--- config.mk ---
export PLATFORM = sky130hd
export DESIGN_NAME = shape_list_sequencer
export DESIGN_NICKNAME = d
export VERILOG_FILES = /design/src/rtl/shape_list_sequencer.sv
export SDC_FILE = /design/constraint.sdc
export NUM_CORES = 1
export LEC_CHECK = 0
export BUFFER_PORTS_ARGS = -buffer_cell sky130_fd_sc_hd__buf_2
export CAP_MARGIN = 20
export CORE_UTILIZATION = 40
export CTS_CLUSTER_DIAMETER = 150
export DETAILED_ROUTE_END_ITERATION = 12
export GPL_ROUTABILITY_DRIVEN = 0
export GPL_TIMING_DRIVEN = 0
export PLACE_DENSITY = 0.68
export SKIP_LAST_GASP = 1
export SYNTH_ARGS = -nofsm -noshare
export SYNTH_HDL_FRONTEND = slang
export SYNTH_SLANG_ARGS = --single-unit
--- constraint.sdc ---
create_clock -name clk -period 2.1 [get_ports clk]
set_input_delay 0.21 -clock clk [delete_from_list [all_inputs] [get_ports clk]]
set_output_delay 0.21 -clock clk [all_outputs]
set_load 0.005 [all_outputs]
--- src/rtl/shape_list_sequencer.sv ---
// shape_list_sequencer: walks the shape-record list once per frame and
// hands each enabled record to the renderer, one draw at a time.
//
// Ports
//   clk, rst_n    clock, async active-low reset
//   frame_start   one-cycle request to render the list
//   count         records to render, sampled when frame_start is taken
//   mem_re        record-memory read enable (sync read, data next cycle)
//   mem_addr      record index
//   rec_data      {ty,x0,y0,size}, MSB first
//   ty,x0,y0,size latched record fields, stable for the whole draw
//   start         one-cycle renderer start pulse
//   rend_done     renderer done pulse
//   busy          traversal in progress
//   frame_done    one-cycle pulse when the list is finished
module shape_list_sequencer #(
  parameter int CORDW = 10,
  parameter int DATAW = 12,
  parameter int ADDRW = 5
) (
  input  logic                         clk,
  input  logic                         rst_n,
  input  logic                         frame_start,
  input  logic [ADDRW:0]               count,
  output logic                         mem_re,
  output logic [ADDRW-1:0]             mem_addr,
  input  logic [2*DATAW+2*CORDW-1:0]   rec_data,
  output logic [DATAW-1:0]             ty,
  output logic [CORDW-1:0]             x0,
  output logic [CORDW-1:0]             y0,
  output logic [DATAW-1:0]             size,
  output logic                         start,
  input  logic                         rend_done,
  output logic                         busy,
  output logic                         frame_done
);

  localparam int RW = 2*DATAW + 2*CORDW;
  localparam logic [ADDRW:0] ONE  = {{ADDRW{1'b0}}, 1'b1};
  localparam logic [ADDRW:0] MAXN = {1'b1, {ADDRW{1'b0}}};

  typedef enum logic [2:0] {
    S_IDLE,
    S_FETCH,
    S_WAIT,
    S_ISSUE,
    S_DRAW,
    S_NEXT,
    S_DONE
  } state_t;

  state_t         state;
  logic [ADDRW:0] n;
  logic [ADDRW:0] idx;
  logic [ADDRW:0] idx_nx;

  logic [DATAW-1:0] rd_ty;
  logic [CORDW-1:0] rd_x0;
  logic [CORDW-1:0] rd_y0;
  logic [DATAW-1:0] rd_size;

  assign rd_ty   = rec_data[RW-1 -: DATAW];
  assign rd_x0   = rec_data[2*CORDW+DATAW-1 -: CORDW];
  assign rd_y0   = rec_data[CORDW+DATAW-1 -: CORDW];
  assign rd_size = rec_data[DATAW-1:0];

  // idx is one bit wider than mem_addr so a full list never wraps
  assign idx_nx = idx + ONE;

  always_ff @(posedge clk or negedge rst_n) begin
    if (!rst_n) begin
      state      <= S_IDLE;
      n          <= '0;
      idx        <= '0;
      mem_re     <= 1'b0;
      mem_addr   <= '0;
      ty         <= '0;
      x0         <= '0;
      y0         <= '0;
      size       <= '0;
      start      <= 1'b0;
      busy       <= 1'b0;
      frame_done <= 1'b0;
    end else begin
      mem_re     <= 1'b0;
      start      <= 1'b0;
      frame_done <= 1'b0;
      unique case (state)
        S_IDLE: begin
          if (frame_start) begin
            busy <= 1'b1;
            idx  <= '0;
            n    <= (count > MAXN) ? MAXN : count;
            if (count == '0) begin
              state <= S_DONE;
            end else begin
              state    <= S_FETCH;
              mem_re   <= 1'b1;
              mem_addr <= '0;
            end
          end
        end
        S_FETCH: state <= S_WAIT;
        S_WAIT: begin
          ty   <= rd_ty;
          x0   <= rd_x0;
          y0   <= rd_y0;
          size <= rd_size;
          // all-ones type marks a disabled entry
          if (rd_ty == '1) begin
            state <= S_NEXT;
          end else begin
            state <= S_ISSUE;
            start <= 1'b1;
          end
        end
        S_ISSUE: state <= S_DRAW;
        S_DRAW: begin
          if (rend_done) state <= S_NEXT;
        end
        S_NEXT: begin
          if (idx == n - ONE) begin
            state <= S_DONE;
          end else begin
            idx      <= idx_nx;
            mem_re   <= 1'b1;
            mem_addr <= idx_nx[ADDRW-1:0];
            state    <= S_FETCH;
          end
        end
        S_DONE: begin
          frame_done <= 1'b1;
          busy       <= 1'b0;
          state      <= S_IDLE;
        end
        default: state <= S_IDLE;
      endcase
    end
  end

endmodule

==> impl_metrics.tcl, run 1 <==
set metrics [dict create \
    grt_overflow 0 \
    drt_iter0_drc 82 \
    violations "negative hold slack" \
    drc 0 \
    dieArea_um2 7690 \
    clkLatencyLatePin_ps 340 \
    rsz0062_at_grt "false" \
    fmax_mhz 503 \
    ys_top_cells_by_area "dfrtp_1 58%, mux2_2 18%, xnor2_1 1.8%" \
    p_leak_nw 1.90 \
    internal_power_mw 3.78 \
    power.share.switching_pct 32.8 \
    h-tree-depth 3 \
    required_ps 2320 \
    fin_worst_skew_ps 9.33 \
    cts_root_buf "clkbuf_8" \
    postPlaceCellArea_um2 3590 \
    endpoint_kind "flip-flop" \
    clkPwrFrac_pct 20.8 \
    clock-sinks 68 \
    wl_per_cell_um 13.7 \
    grt_max_degree 69 \
    avgSynthCellArea_um2 13.3 \
    met2_usage_pct 27.3 \
    synth_enable_flop_cells 0 \
    numCtsBuffers 9 \
    synth_top_area_cell "dfrtp_1" \
    track_usage_pct 17.0 \
    diodes 0 \
    num-nets-final 396 \
    cts_tree "yes" \
    power_frac_seq_pct 39.9 \
    ys_ff_latch 68 \
    powerDensity_nw_per_um2 1460 \
    reg2reg_slack_ps 110 \
    use_met3_pct 6.03 \
    worstPathArrival_ps 2210 \
    placed_cells 423 \
    drive_above_1_share_pct 54.8 \
    hold_viol_final 27 \
    final_core_util_pct 55.4 \
    grt_first_pass_wirelength_um 9960 \
    cp_slowest_stage_delay_ps 420 \
    final.setup.tns_ps 0 \
    path_class "reg2reg" \
    clk_pin_slew_ps 80 \
    hp-class "in2async" \
    seq_area_frac_synth_pct 57.9 \
    crit_path_start_kind "flip-flop" \
    viasPerCell 4.78 \
    syn-num-nets 277 \
    synth_area_um2 2940 \
    coreArea_um2 6940 \
    vdd_drop_max_mv 0.683 \
    finalCritPeriodShare_pct 94.6 \
    dr.pass1.iters 4 \
    worst_pin_slew_ps 844 \
    yosysTopAreaCellShare_pct 57.9 \
    stdcell_area_um2 3840 \
    yosys_warnings 0 \
    cts_hold_buffers 0 \
    synth_ff_type "dfrtp_1" \
    clk_path_buf_depth 2 \
    crit_slowest_cell "dfrtp_2" \
    pin_count 107 \
    outcome "finished with violations" \
    grt_util_met1_pct 20.2 \
    combPwrFrac_pct 39.3 \
    antenna_found_initial 0 \
    holdWs_ps -35.0 \
    synth_cell_types 38 \
    maxCapViolations 0 \
    start_util_pct 42.3 \
    grt.busiest_layer "met2" \
    dr_total_vias 2106 \
    yosysMostFrequentCell "dfrtp_1" \
    synthTopCellsByCount "68 x dfrtp_1, 46 x mux2_2, 10 x nand2_1, 10 x o21ai_0" \
    portBuffers 106 \
    maxSlewViolCount 0 \
    path_cells "inv_1 > ha_1 > nand2b_1 > o211a_1 > o31ai_4 > a211oi_4 > buf_6 > and2_4 > a21o_1" \
    die_w_um 87.7 \
    ys_async_sr_fraction_pct 100 \
    die_h_um 87.7 \
    synth_cells 221 \
    netSwitchingPower_mw 1.84 \
    min_period_ps 1990 \
    path_buf_inv 2 \
    rows 30 \
    hpwl_um 4360 \
    cp_max_fo 5 \
    antenna_left 0 \
    grt_pass1_vias 2248 \
    synthToLayoutAreaGrowth_pct 30.8 \
    slew_headroom_pct 43.8 \
    cp_top_family "compound AO/OA/AOI/OAI gates" \
    setup_viol 0 \
    fin_cells 441 \
    wl_um 6060 \
]
==> layout by cell type (no fill, tap or decap), types with 5 or more instances in the layout <==
cell type / count
a21o_1: 5
nand2_1: 10
inv_1: 7
xnor2_1: 6
nand2b_1: 7
dfrtp_1: 67
mux2_2: 46
buf_2: 110
nor2_1: 6
o21ai_0: 10
clkbuf_8: 10
==> sequential cells by signal, summed over array words and instances, names as in the netlist <==
signal	flops
size	12
mem_re	1
idx	6
mem_addr	5
y0	10
state	3
frame_done	1
n	6
busy	1
x0	10
ty	12
start	1
==> cells by family after synthesis <==
logic type	after synthesis	share of synthesized area, %
AND/OR/NAND/NOR	46	9.11
buffers and inverters	17	3.19
XOR/XNOR	9	2.68
AO/OA/AOI/OAI	33	8.60
adder cells (fa/ha/maj)	2	0.852
multiplexers	46	17.6
flip-flops	68	57.9
==> area by class of cell <==
class	instances	area [um^2]
Fill cell	610	3100
Tap cell	96	120
Clock inverter	6	87.6
Timing Repair Buffer	108	546
Clock buffer	10	128
Multi-Input combinational cell	136	1170
Sequential cell	68	1700
Inverter	7	26.3
Buffer	10	67.6
==> layer usage <==
metal | routed length (um) | share of wire (%)
met1 | 2670 | 44
met2 | 2820 | 47
met3 | 455 | 7.5
met4 | 104 | 1.7
met5 | 0 | 0
==> final timing paths <==
kind	startpoint	end	depth (start not counted)
worst max register to register	n[0]	mem_addr[3]	9
worst min register to register	mem_addr[4]	mem_addr[4]	1
min in group clk	rec_data[0]	size[0]	2
worst max-delay path	n[0]	mem_addr[3]	9
worst min-delay path	rst_n	y0[4]	1
max in group asynchronous	rst_n	n[0]	1
==> what timing repair did <==
action,CTS,global route
setup endpoints to repair,0,11
buffers inserted,0,1
gates resized for setup,0,5
==> power groups by stage <==
stage | clock (mW) | sequential (mW) | combinational (mW)
after global routing | 1.26 | 2.33 | 2.43
final | 1.17 | 2.24 | 2.21
after floorplan | 0 | 2.28 | 1.31
after CTS | 1.20 | 2.25 | 2.15
after global placement | 0 | 2.24 | 2.09
after detailed placement | 0 | 2.26 | 2.15
==> metrics by stage <==
stage          power, mW  hold slack, ps  setup slack [ps]
2_1_floorplan       3.59           -85.6               210
3_3_place_gp        4.33             441              90.2
3_5_place_dp        4.41             381              52.1
4_1_cts             5.60            7.16              28.7
5_1_grt             6.01            52.4              1.10
6_report            5.62           -35.0               114
No activity file was read; power rests on OpenSTA's default activity.
==> inputs of run 2 (changes only) <==
--- a/config.mk
+++ b/config.mk
@@ -13,6 +13,7 @@
 export GPL_ROUTABILITY_DRIVEN = 0
 export GPL_TIMING_DRIVEN = 0
 export PLACE_DENSITY = 0.68
+export REMOVE_ABC_BUFFERS = 1
 export SKIP_LAST_GASP = 1
 export SYNTH_ARGS = -nofsm -noshare
 export SYNTH_HDL_FRONTEND = slang
==> run 2 against run 1 <==
The run still ends with negative hold slack left. Sequential power up 3%. Wire length up 1.7%. Critical endpoint is now idx[3]. Clock power down 21%.
==> impl_metrics.tcl, run 2 (synthesis gave the netlist of run 1 again) <==
set metrics [dict create \
    grt_first_pass_wirelength_um 9860 \
    cts_tree "yes" \
    hpwl_um 4420 \
    internal_power_mw 3.58 \
    hold_viol_final 26 \
    dr_total_vias 2113 \
    final_common_cell "buf_2" \
    coreArea_um2 6940 \
    numCtsBuffers 9 \
    path_class "reg2reg" \
    grt_pass1_vias 2144 \
    grt.busiest_layer "met2" \
    vdd_drop_max_mv 0.663 \
    antenna_left 0 \
    viasPerCell 4.86 \
    p_leak_nw 1.87 \
    largestRegisters "size: 12 flops, ty: 12 flops" \
    rows 30 \
    start_util_pct 42.3 \
    synthToLayoutAreaGrowth_pct 29.7 \
    antenna_found_initial 0 \
    rsz0062_at_grt "true" \
    hp-class "in2async" \
    power_frac_seq_pct 42.7 \
    worstPathArrival_ps 2230 \
    diodes 0 \
    drc 0 \
    cts_hold_buffers 0 \
    clk_pin_slew_ps 70 \
    cp_max_fo 5 \
    netSwitchingPower_mw 1.81 \
    grt_max_degree 69 \
    worst_pin_slew_ps 837 \
    pre_cts_ws_ps -341 \
    portBuffers 106 \
    wl_per_cell_um 14.2 \
    clkLatencyLatePin_ps 330 \
    setup_viol 0 \
    path_cells "inv_1 > ha_1 > nand2b_1 > o211a_1 > o31ai_4 > a211oi_4 > buf_4 > and2_4 > a21o_1" \
    pin_count 107 \
    clkPwrFrac_pct 17.1 \
    required_ps 2320 \
    maxCapViolations 0 \
    endpoint_kind "flip-flop" \
    cp_slowest_stage_delay_ps 430 \
    die_h_um 87.7 \
    dr.pass1.iters 4 \
    finalPower_mw 5.39 \
    die_w_um 87.7 \
    fmax_mhz 498 \
    grt_overflow 0 \
    layout_common_cells "105 x buf_2, 67 x dfrtp_1, 46 x mux2_2" \
    cts_root_buf "clkbuf_8" \
    wl_um 6160 \
    combPwrFrac_pct 40.2 \
    drive_above_1_share_pct 55.5 \
    met2_usage_pct 27.6 \
    maxSlewViolCount 0 \
    num-nets-final 393 \
    fin_worst_skew_ps 6.92 \
    grt_util_met1_pct 20.8 \
    slew_headroom_pct 44.2 \
    min_period_ps 2010 \
    violations "negative hold slack" \
    setup_slack_ps 92.3 \
    clock-sinks 68 \
    use_met3_pct 5.94 \
    power.share.switching_pct 33.6 \
    h-tree-depth 3 \
    crit_slowest_cell "dfrtp_1" \
    outcome "finished with violations" \
    powerDensity_nw_per_um2 1410 \
    crit_path_start_kind "flip-flop" \
    drt_iter0_drc 90 \
    holdWs_ps -11.8 \
    track_usage_pct 17.2 \
    clk_path_buf_depth 2 \
    dieArea_um2 7690 \
    finalCritPeriodShare_pct 95.6 \
]
-- run 2: changes by cell type in the layout (fill, tap and decap cells not counted), sizes merged --
| cell | delta |
|---|---|
| clkbuf | -3 |
| inv | -1 |
| clkinv | -2 |
| buf | +1 |
| clkinvlp | +1 |
| bufinv | -2 |
-- run 2: per-layer routing --
metal | up-vias | wire [um] | part of all wire (%)
met2 | 72 | 2970 | 48
met1 | 1024 | 2680 | 43
met3 | 9 | 409 | 6.6
li1 | 1008 | - | -
met5 | - | 0 | 0
met4 | 0 | 102 | 1.7
-- run 2: area by class of cell --
cell class | instances | area [um^2]
Clock buffer | 11 | 151
Clock inverter | 2 | 12.5
Fill cell | 599 | 3130
Inverter | 7 | 26.3
Multi-Input combinational cell | 136 | 1180
Sequential cell | 68 | 1700
Tap cell | 96 | 120
Timing Repair Buffer | 115 | 619
-- run 2: worst paths after layout --
check,from,to,slack (ps),cells after the start
max in group asynchronous,rst_n,n[0],1530,1
worst max-delay path,n[1],idx[3],90,9
worst max register to register,n[1],idx[3],90,9
min in group clk,rec_data[30],x0[8],100,2
worst min register to register,mem_addr[4],mem_addr[4],490,1
worst min-delay path,rst_n,x0[9],-10,1
-- run 2: stage by stage --
step	util [%]	cell area [um^2]	TNS [ps]	cells
after global routing	54.9	3810	-25.4	435
after floorplan	-	2870	-104630	211
after detailed placement	51.5	3580	-4760	417
final	54.9	3810	0	435
after global placement	50.7	3520	-177950	413
after CTS	54.3	3770	-3.08	432
-- run 2: timing repair --
action | in CTS | in global routing
buffers inserted | 2 | 3
gates cloned | 0 | 0
endpoints found under the setup margin | 34 | 32
gates resized for setup | 2 | 4
pin swaps | 1 | 1
-- run 2: power by group through the flow --
stage / combinational, mW / sequential [mW] / clock (mW)
finish: 2.17 / 2.30 / 0.922
global route: 2.38 / 2.38 / 1.00
CTS: 2.13 / 2.30 / 0.958
detailed placement: 2.08 / 2.30 / 0
global placement: 2.00 / 2.28 / 0
floorplan: 1.23 / 2.30 / 0
-- run 2: worst max-delay path, delay by kind of cell, from the launching register on --
family                   cells  cell delay, ps
adder cells (fa/ha/maj)      1             200
AO/OA/AOI/OAI                4             710
buffers and inverters        2             240
AND/OR/NAND/NOR              2             320
flip-flops                   1             430
